## src/rtl/exc_collect.sv

```systemverilog
// exc_collect: MEM-stage exception collector for the CP0 register block.
// Merges per-stage exception flags with synchronised hardware interrupts,
// picks one event by fixed priority and registers exccode/pc/in_delay
// towards CP0. After any issued exception or eret, new events are masked
// for SHADOW_CYCLES cycles while the pipeline flush completes.
//
// Optional feature macro: EXC_COLLECT_BADVADDR_EN
//   defined   : badvaddr_o captures the faulting address on address errors
//   undefined : badvaddr_o is tied to zero and mem_addr is ignored
//
// Shadow FSM states:
//   state    | meaning
//   S_IDLE   | events accepted; counter is zero
//   S_SHADOW | flush in progress; counter counts down, new events masked

module exc_collect #(
  parameter int SHADOW_CYCLES = 2,  // 1..7
  parameter int INT_SYNC      = 2   // 2 or 3
) (
  input  logic        clk,
  input  logic        rst,
  input  logic [5:0]  int_raw,
  input  logic        mem_valid,
  input  logic [31:0] mem_pc,
  input  logic        mem_in_delay,
  input  logic        exc_adel_if,
  input  logic        exc_ri,
  input  logic        exc_ov,
  input  logic        exc_sys,
  input  logic        exc_bp,
  input  logic        exc_adel_d,
  input  logic        exc_ades_d,
  input  logic        is_eret,
  input  logic [31:0] mem_addr,
  input  logic [31:0] cp0_status,
  input  logic [31:0] cp0_cause,
  input  logic        cp0_we,
  input  logic [4:0]  cp0_waddr,
  input  logic [31:0] cp0_wdata,
  output logic [4:0]  exccode_o,
  output logic [31:0] pc_o,
  output logic        in_delay_o,
  output logic [5:0]  int_sync_o,
  output logic [31:0] badvaddr_o
);

  localparam logic [4:0] EXC_INT  = 5'h00;
  localparam logic [4:0] EXC_ADEL = 5'h04;
  localparam logic [4:0] EXC_ADES = 5'h05;
  localparam logic [4:0] EXC_SYS  = 5'h08;
  localparam logic [4:0] EXC_BP   = 5'h09;
  localparam logic [4:0] EXC_RI   = 5'h0a;
  localparam logic [4:0] EXC_OV   = 5'h0c;
  localparam logic [4:0] EXC_NONE = 5'h10;
  localparam logic [4:0] EXC_ERET = 5'h11;

  localparam logic [4:0] ADDR_STATUS = 5'd12;
  localparam logic [4:0] ADDR_CAUSE  = 5'd13;

  localparam logic [2:0] SHADOW_LOAD = 3'(SHADOW_CYCLES);

  typedef enum logic {
    S_IDLE,
    S_SHADOW
  } state_e;

  state_e      state_q, state_d;
  logic [2:0]  cnt_q, cnt_d;

  logic [5:0]  sync_q [INT_SYNC];

  logic [31:0] st_eff;
  logic [31:0] ca_eff;
  logic [7:0]  ip_eff;
  logic        int_pend;
  logic        accept;

  logic [4:0]  exccode_d, exccode_q;
  logic [31:0] pc_d, pc_q;
  logic        in_delay_d, in_delay_q;

  // Interrupt synchroniser chain; the last stage is what CP0 and selection see.
  always_ff @(posedge clk) begin
    if (rst) begin
      for (int i = 0; i < INT_SYNC; i++) begin
        sync_q[i] <= '0;
      end
    end else begin
      sync_q[0] <= int_raw;
      for (int i = 1; i < INT_SYNC; i++) begin
        sync_q[i] <= sync_q[i-1];
      end
    end
  end

  assign int_sync_o = sync_q[INT_SYNC-1];

  // An mtc0 in WB must be visible to the interrupt check in the same cycle,
  // otherwise an enable written this cycle would be missed for one instruction.
  assign st_eff = (cp0_we && (cp0_waddr == ADDR_STATUS)) ? cp0_wdata : cp0_status;
  assign ca_eff = (cp0_we && (cp0_waddr == ADDR_CAUSE))  ? cp0_wdata : cp0_cause;

  // Hardware lines come from the synchroniser, software lines from cause.
  assign ip_eff   = {int_sync_o, ca_eff[9:8]} & st_eff[15:8];
  assign int_pend = st_eff[0] & ~st_eff[1] & (|ip_eff);

  assign accept = mem_valid & (state_q == S_IDLE);

  // Fixed-priority selection; lower-priority flags are dropped since the
  // instruction is flushed anyway.
  always_comb begin
    exccode_d = EXC_NONE;
    if (accept) begin
      if (int_pend)         exccode_d = EXC_INT;
      else if (exc_adel_if) exccode_d = EXC_ADEL;
      else if (exc_ri)      exccode_d = EXC_RI;
      else if (exc_ov)      exccode_d = EXC_OV;
      else if (exc_sys)     exccode_d = EXC_SYS;
      else if (exc_bp)      exccode_d = EXC_BP;
      else if (exc_adel_d)  exccode_d = EXC_ADEL;
      else if (exc_ades_d)  exccode_d = EXC_ADES;
      else if (is_eret)     exccode_d = EXC_ERET;
    end
  end

  // pc/in_delay only move when something is actually reported.
  always_comb begin
    pc_d       = pc_q;
    in_delay_d = in_delay_q;
    if (exccode_d != EXC_NONE) begin
      pc_d       = mem_pc;
      in_delay_d = mem_in_delay;
    end
  end

  // Output registers towards CP0.
  always_ff @(posedge clk) begin
    if (rst) begin
      exccode_q  <= EXC_NONE;
      pc_q       <= '0;
      in_delay_q <= 1'b0;
    end else begin
      exccode_q  <= exccode_d;
      pc_q       <= pc_d;
      in_delay_q <= in_delay_d;
    end
  end

  assign exccode_o  = exccode_q;
  assign pc_o       = pc_q;
  assign in_delay_o = in_delay_q;

  // Shadow FSM state and countdown register.
  always_ff @(posedge clk) begin
    if (rst) begin
      state_q <= S_IDLE;
      cnt_q   <= '0;
    end else begin
      state_q <= state_d;
      cnt_q   <= cnt_d;
    end
  end

  // Shadow FSM next state: load on issue, count down, release at zero.
  always_comb begin
    state_d = state_q;
    cnt_d   = cnt_q;
    case (state_q)
      S_IDLE: begin
        if (exccode_d != EXC_NONE) begin
          state_d = S_SHADOW;
          cnt_d   = SHADOW_LOAD;
        end
      end
      S_SHADOW: begin
        cnt_d = cnt_q - 3'd1;
        if (cnt_q <= 3'd1) begin
          state_d = S_IDLE;
          cnt_d   = '0;
        end
      end
      default: begin
        state_d = S_IDLE;
        cnt_d   = '0;
      end
    endcase
  end

`ifdef EXC_COLLECT_BADVADDR_EN
  logic [31:0] badvaddr_d, badvaddr_q;

  // A code of 04 with the fetch flag set can only come from the fetch error,
  // whose faulting address is the PC itself.
  always_comb begin
    badvaddr_d = badvaddr_q;
    if ((exccode_d == EXC_ADEL) || (exccode_d == EXC_ADES)) begin
      badvaddr_d = ((exccode_d == EXC_ADEL) && exc_adel_if) ? mem_pc : mem_addr;
    end
  end

  // Faulting address register, same latency as exccode_o.
  always_ff @(posedge clk) begin
    if (rst) begin
      badvaddr_q <= '0;
    end else begin
      badvaddr_q <= badvaddr_d;
    end
  end

  assign badvaddr_o = badvaddr_q;

  logic unused_bits;
  assign unused_bits = ^{st_eff[31:16], st_eff[7:2], ca_eff[31:10], ca_eff[7:0]};
`else
  assign badvaddr_o = '0;

  logic unused_bits;
  assign unused_bits = ^{st_eff[31:16], st_eff[7:2], ca_eff[31:10], ca_eff[7:0],
                         mem_addr};
`endif

endmodule
```

## config.mk

```make
export PLATFORM = sky130hd
export DESIGN_NAME = exc_collect
export DESIGN_NICKNAME = d
export VERILOG_FILES = /design/src/rtl/exc_collect.sv
export SDC_FILE = /design/constraint.sdc
export NUM_CORES = 1
export LEC_CHECK = 0
export ABC_AREA = 1
export BUFFER_PORTS_ARGS = -buffer_cell sky130_fd_sc_hd__buf_2
export CORE_AREA = 2 2 101 103
export DETAILED_ROUTE_END_ITERATION = 8
export DIE_AREA = 0 0 103 105
export SLEW_MARGIN = 20
export SYNTH_ARGS = -nofsm -noshare
export SYNTH_HDL_FRONTEND = slang
export SYNTH_SLANG_ARGS = --single-unit
```

## constraint.sdc

```tcl
create_clock -name clk -period 3.1 [get_ports clk]
set_input_delay 0.31 -clock clk [delete_from_list [all_inputs] [get_ports clk]]
set_output_delay 0.31 -clock clk [all_outputs]
set_load 0.05 [all_outputs]
```

[Word level (Yosys, flattened, before mapping)]
Memories as Yosys holds them, arrays and structs flattened.
Index checks and enable logic that the tools add are counted.
Operators by class
  add/subtract/negate cells: 1
  $mul: 0
  div/mod/pow operators: 0
  magnitude comparators: 1
  eq/ne operators: 4
  shifts and indexed selects: 0
  multiplexer cells: 23
  bitwise logic cells: 8
  reductions and logical operators: 3
Operators with widths (count)
  2-to-1 mux 5 bit: 9
  2-to-1 mux 16 bit: 1
  2-to-1 mux 6 bit: 2
  equality test 5 x 4 -> 1 bit (second input constant): 2
  2-to-1 mux 10 bit: 1
  bitwise AND 8 bit: 1
  OR reduction 8 bit: 1
  2-to-1 mux 1 bit: 6
  2-to-1 mux 3 bit: 2
  one-hot mux 3 bit (2 select lines): 1
  != test 5 bit (second input constant): 1
  bitwise AND 1 bit: 3
  <= comparator 3 x 1 -> 1 bit (second input constant): 1
  subtractor 3 x 1 -> 3 bit (second input constant): 1
  logical AND 1 bit: 2
  != test 2 x 1 -> 1 bit (second input constant): 1
  NOT 1 bit: 2
  OR 1 bit: 2
  one-hot mux 1 bit (2 select lines): 1
Storage, ports and cells
  register bits: 42
  latch bits: 0
  bits in writable memories: 12
  memory bits (read-only): 0
  bits of input ports: 184
  output and inout bits: 76
  word-level logic and storage cells: 46
  memories: 1
Memory list
  sync_q: depth 2, bits a word 6, read ports 2, clocked after memory_dff 0, wr ports 2, RTL line 70  | logic [5:0] sync_q [INT_SYNC];

[Logic depth before layout (Yosys ltp)]
  depth in word-level cells: 13
  depth in mapped cells: 17
  gate-level depth less buffers: 17

[Worst setup path after synthesis]
Ideal clock, no wire load.
  kind: input to register
  start point: input port cp0_waddr[4]
  end point: register in_delay_q (netlist: in_delay_o)
  arrival time: 1.577 ns
  setup slack: 1.409 ns
  cell stages on the path: 15
  path buffers: 1
  cell sequence: inv_2 -> nand2_1 -> nor2_4 -> nand3_1 -> nand3_1 -> nand2_1 -> nor2_1 -> nand2_1 -> nand2_2 -> nand2_2 -> nand2_2 -> nand2_4 -> buf_2 -> o21ai_1 -> nor2_1
On the way
  cells in the longest elaborated chain, start to end: 9
Ends and longest elaborated chain
  from (decl): RTL line 38  | input logic [4:0] cp0_waddr,
  equality test 5 x 4 -> 1 bit, on equally long branches: RTL line 101, 100
  logical AND 1 bit, on equally long branches: RTL line 101, 100
  2-to-1 mux 10 bit or 2-to-1 mux 16 bit (tied branches): RTL line 101, 100
  bitwise AND 8 bit or NOT 1 bit (tied branches): RTL line 104, 105
  OR reduction 8 bit or bitwise AND 1 bit (tied branches): RTL line 105  | assign int_pend = st_eff[0] & ~st_eff[1] & (|ip_eff);
  bitwise AND 1 bit (*): RTL line 105
  2-to-1 mux 5 bit (*): RTL line 114  | if (int_pend) exccode_d = EXC_INT;
  2-to-1 mux 5 bit (*): RTL line 113  | if (accept) begin
  != test 5 bit (*): RTL line 130  | if (exccode_d != EXC_NONE) begin
  to (signal assigned): RTL line 145  | in_delay_q <= in_delay_d;
  to (decl): RTL line 80  | logic in_delay_d, in_delay_q;
Every way passes the cells marked *; elsewhere a longest branch is shown, timed or not.
A chain may end at the register's enable or synchronous reset.

[Final worst setup path]
  start point: register state_q
  end point: register state_q
On the way
  cells in the longest elaborated chain, start to end: 6
Ends and longest elaborated chain
  from (decl): RTL line 67  | state_e state_q, state_d;
  from (signal assigned): RTL line 159  | state_q <= state_d;
  NOT 1 bit
  bitwise AND 1 bit: RTL line 107  | assign accept = mem_valid & (state_q == S_IDLE);
  2-to-1 mux 5 bit: RTL line 113
  != test 5 bit: RTL line 170  | if (exccode_d != EXC_NONE) begin
  2-to-1 mux 1 bit: RTL line 170
  one-hot mux 1 bit (2 select lines) (*): RTL line 168  | case (state_q)
Marked as above.

==> flow_summary_export.csv <==
group,metric,value,unit
synthesis,yosysMostFrequentCell,"nor2_1",
setup_path,critPathSlowestCell,"dfxtp_1",
pwr,p_clk_share,23.1,%
synthesis,synth-seq-area-share,42.6,%
clock_network,post_cts_buffers,0,
placed_design,hpwl,4620,um
route,avgViaCountPerCell,4.00,
synthesis,synth_edf_count,0,
setup_path,crit_family,"simple AND/OR/NAND/NOR gates",
sta,setup_tns,0,ps
global_route,grt_pass1_vias,2189,
pwr,finalPower,2.05,mW
setup_path,critical_path_required,3310,ps
global_route,use_met3,5.48,%
setup_path,path_class,"flip-flop to flip-flop",
floorplanning,die_x,103,um
setup_path,worstReg2RegEnd,"state_q$_SDFF_PP0_",
hold_path,hold_class,"input port to flip-flop",
clock_network,clockRootBuffer,"clkbuf_8",
route,drcViolationCount,0,
synthesis,synth_ff_type,"dfxtp_1",
sta,finalSetupViolations,0,
setup_path,cp_max_fo,35,
global_route,grt_pass1_wl,9530,um
global_route,antenna_found_initial,1,
setup_path,cp_common_cell,"nand2_1",
global_route,met1_usage,13.4,%
clock_network,clock_tree.buffer_depth,2,
synthesis,avgSynthCellArea,7.31,um2
sta,relSlewSlack,43.1,%
setup_path,rr_worst_depth,9,
clock_network,cts_tree,"yes",
floorplanning,dieHeight,105,um
global_route,busiest_layer,"met2",
placed_design,io_buffers,121,
clock_network,cts_buffers,5,
pwr,pwr-share-comb,36.4,%
global_route,grt_overflow,0,
placed_design,gp_congestion,0.704,
cells_and_area,areaGrowthSynthToFinish,25.8,%
synthesis,yosys.area.top_type,"dfxtp_1",
cells_and_area,stdcell_count,594,
cells_and_area,nets,644,
synthesis,synthDistinctLibCells,31,
sta,grt_setup_unrepaired,"false",
setup_path,setup.worst_path.start_class,"flip-flop",
floorplanning,rows,36,
clock_network,worstSkewPairLatency,300,ps
pwr,power_switching,0.855,mW
sta,drv_slew,0,
synthesis,yosysTopAreaCellShare,42.6,%
sta,fin_crit,2120,ps
floorplanning,start_util,26.3,%
setup_path,worstPathCellList,"inv_1, nand2_1, a211oi_1, o31ai_2, nand2_4, inv_4, nand2_1, nand2_1, inv_1",
setup_path,cp-end-kind,"flip-flop",
setup_path,setup.worst_path.start,"state_q$_SDFF_PP0_",
pwr,p_sw_share,41.7,%
clock_network,htreeDepth,2,
pwr,internal_power,1.20,mW
route,drt_iter0_drc,82,
clock_network,post_cts_resized,0,
synthesis,ys_warn_count,0,
floorplanning,io_pins,260,
setup_path,slowest_delay,390,ps
sta,hold_viol,0,
route,dr.pass1.iters,4,
synthesis,synthArstFlopShare,0,%
sta,clock_skew,14.1,ps
run_status,status,"completed",
placed_design,placedCellCount,584,
setup_path,rrSetupSlack,980,ps
route,num_vias,2374,
synthesis,synth_area_leaders,"dfxtp_1 (43%), nor2_1 (14%), buf_4 (12%), o21ai_1 (5.7%), inv_1 (5.6%)",
route,drtAntennaViolNets,0,
sta,fin_crit_sh,68.4,%
floorplanning,core,0.00964,mm2
sta,tightest_slew,853,ps
route,wl_per_cell,10.4,um
placed_design,place_area,0.00308,mm2
setup_path,path_buf_inv,3,
setup_path,path_depth,9,
sta,max_freq,471,MHz
synthesis,synth_area,0.00254,mm2
setup_path,crit_arrival,2340,ps
setup_path,worstReg2RegStart,"state_q$_SDFF_PP0_",
run,cap_violations,0,
clock_network,holdBufCountCts,0,
global_route,grtUsageTotal,10.9,%
global_route,grt_max_degree,36,
pwr,vdd_drop_max,0.317,mV
route,routed_wl,6170,um
clock_network,cts.clk_slew.worst_paths,100,ps
synthesis,synth.top_cells.by_count,"nor2_1 (96), dfxtp_1 (54), buf_4 (39), inv_1 (38), o21ai_1 (29)",
floorplanning,dieArea,0.0108,mm2
synthesis,synth-seq-cells,54,
setup_path,critical_path.endpoint,"state_q$_SDFF_PP0_",
clock_network,clkSinkCount,54,
cells_and_area,final_area,0.00319,mm2
synthesis,synthCells,347,
cells_and_area,drive_above_1_share,30.7,%
pwr,seq_power_share,40.5,%
global_route,gr-usage-met2,16.6,%
pwr,leakage,1.73,nW
pwr,power.density,643,mW/mm2
-- metrics by stage --
stage / setup slack [ps] / hold WS (ps) / util, %
after floorplan: 1410 / 388 / -
after global placement: 632 / 392 / 31.9
after detailed placement: 596 / 396 / 31.9
after CTS: 933 / 190 / 33.1
after global routing: 705 / 198 / 33.1
final: 979 / 209 / 33.1
-- placed cells by master (no fill, tap or decap), drive strengths merged, types with 2 or more instances in the layout --
master	n
diode	2
nor2	98
conb	32
dfxtp	54
buf	122
o31ai	2
ha	2
nand3b	4
o21ai	34
clkbuf	6
nand3	17
inv	41
a21oi	5
nand2	33
-- power by group through the flow --
stage	logic [mW]	registers, mW	clock network, mW
after floorplan	0.376	1.09	0
after global placement	0.744	0.841	0
after detailed placement	0.753	0.842	0
after CTS	0.753	0.831	0.502
after global routing	0.812	0.842	0.519
final	0.748	0.831	0.474
-- per-layer routing --
metal | routed length [um] | vias up
met5 | 13 | -
met4 | 55 | 2
met3 | 918 | 6
met2 | 2380 | 146
met1 | 2800 | 1002
li1 | - | 1218
-- how the worst min path moves through the flow --
stage,startpoint,endpoint,slack (ps),depth (start not counted)
global route,int_raw[1],sync_q[0][1]$_SDFF_PP0_,200,3
floorplan,sync_q[0][4]$_SDFF_PP0_,sync_q[0][10]$_SDFF_PP0_,390,2
finish,int_raw[4],sync_q[0][4]$_SDFF_PP0_,210,3
CTS,int_raw[4],sync_q[0][4]$_SDFF_PP0_,190,3
global placement,sync_q[0][2]$_SDFF_PP0_,sync_q[0][8]$_SDFF_PP0_,390,2
detailed placement,sync_q[0][3]$_SDFF_PP0_,sync_q[0][9]$_SDFF_PP0_,400,2
-- cell families after synthesis --
family,synth area share [%]
AOI/OAI and AO/OA,9.07
xor gates and xnor gates,0.345
adders and majority gates,0.986
buffers and inverters,20.2
DFF,42.6
other,0.148
and+or+nand+nor,26.7
-- flip-flops by register name, summed over array words and instances (netlist names) --
name,count
sync_q,12
state_q,1
cnt_q,3
in_delay_o,1
pc_o,32
exccode_o,5
-- worst reg2reg max path, stage by stage (launching register included) --
cell and delay, ps:
dfxtp_1 390, inv_1 110, nand2_1 140, a211oi_1 100, o31ai_2 360, nand2_4 310
inv_4 390, nand2_1 120, nand2_1 80, inv_1 40
-- layout make-up --
| cell class | instances | area, um2 |
|---|---|---|
| fill | 1056 | 6450 |
| clock buffer | 6 | 72.6 |
| timing repair buffer | 122 | 613 |
| multi-input combinational | 234 | 1060 |
| inverter | 41 | 156 |
| antenna | 2 | 5.00 |
| clock inverter | 2 | 37.5 |
| tap | 133 | 166 |
| sequential | 54 | 1080 |
No activity file was read; power rests on OpenSTA's default activity.
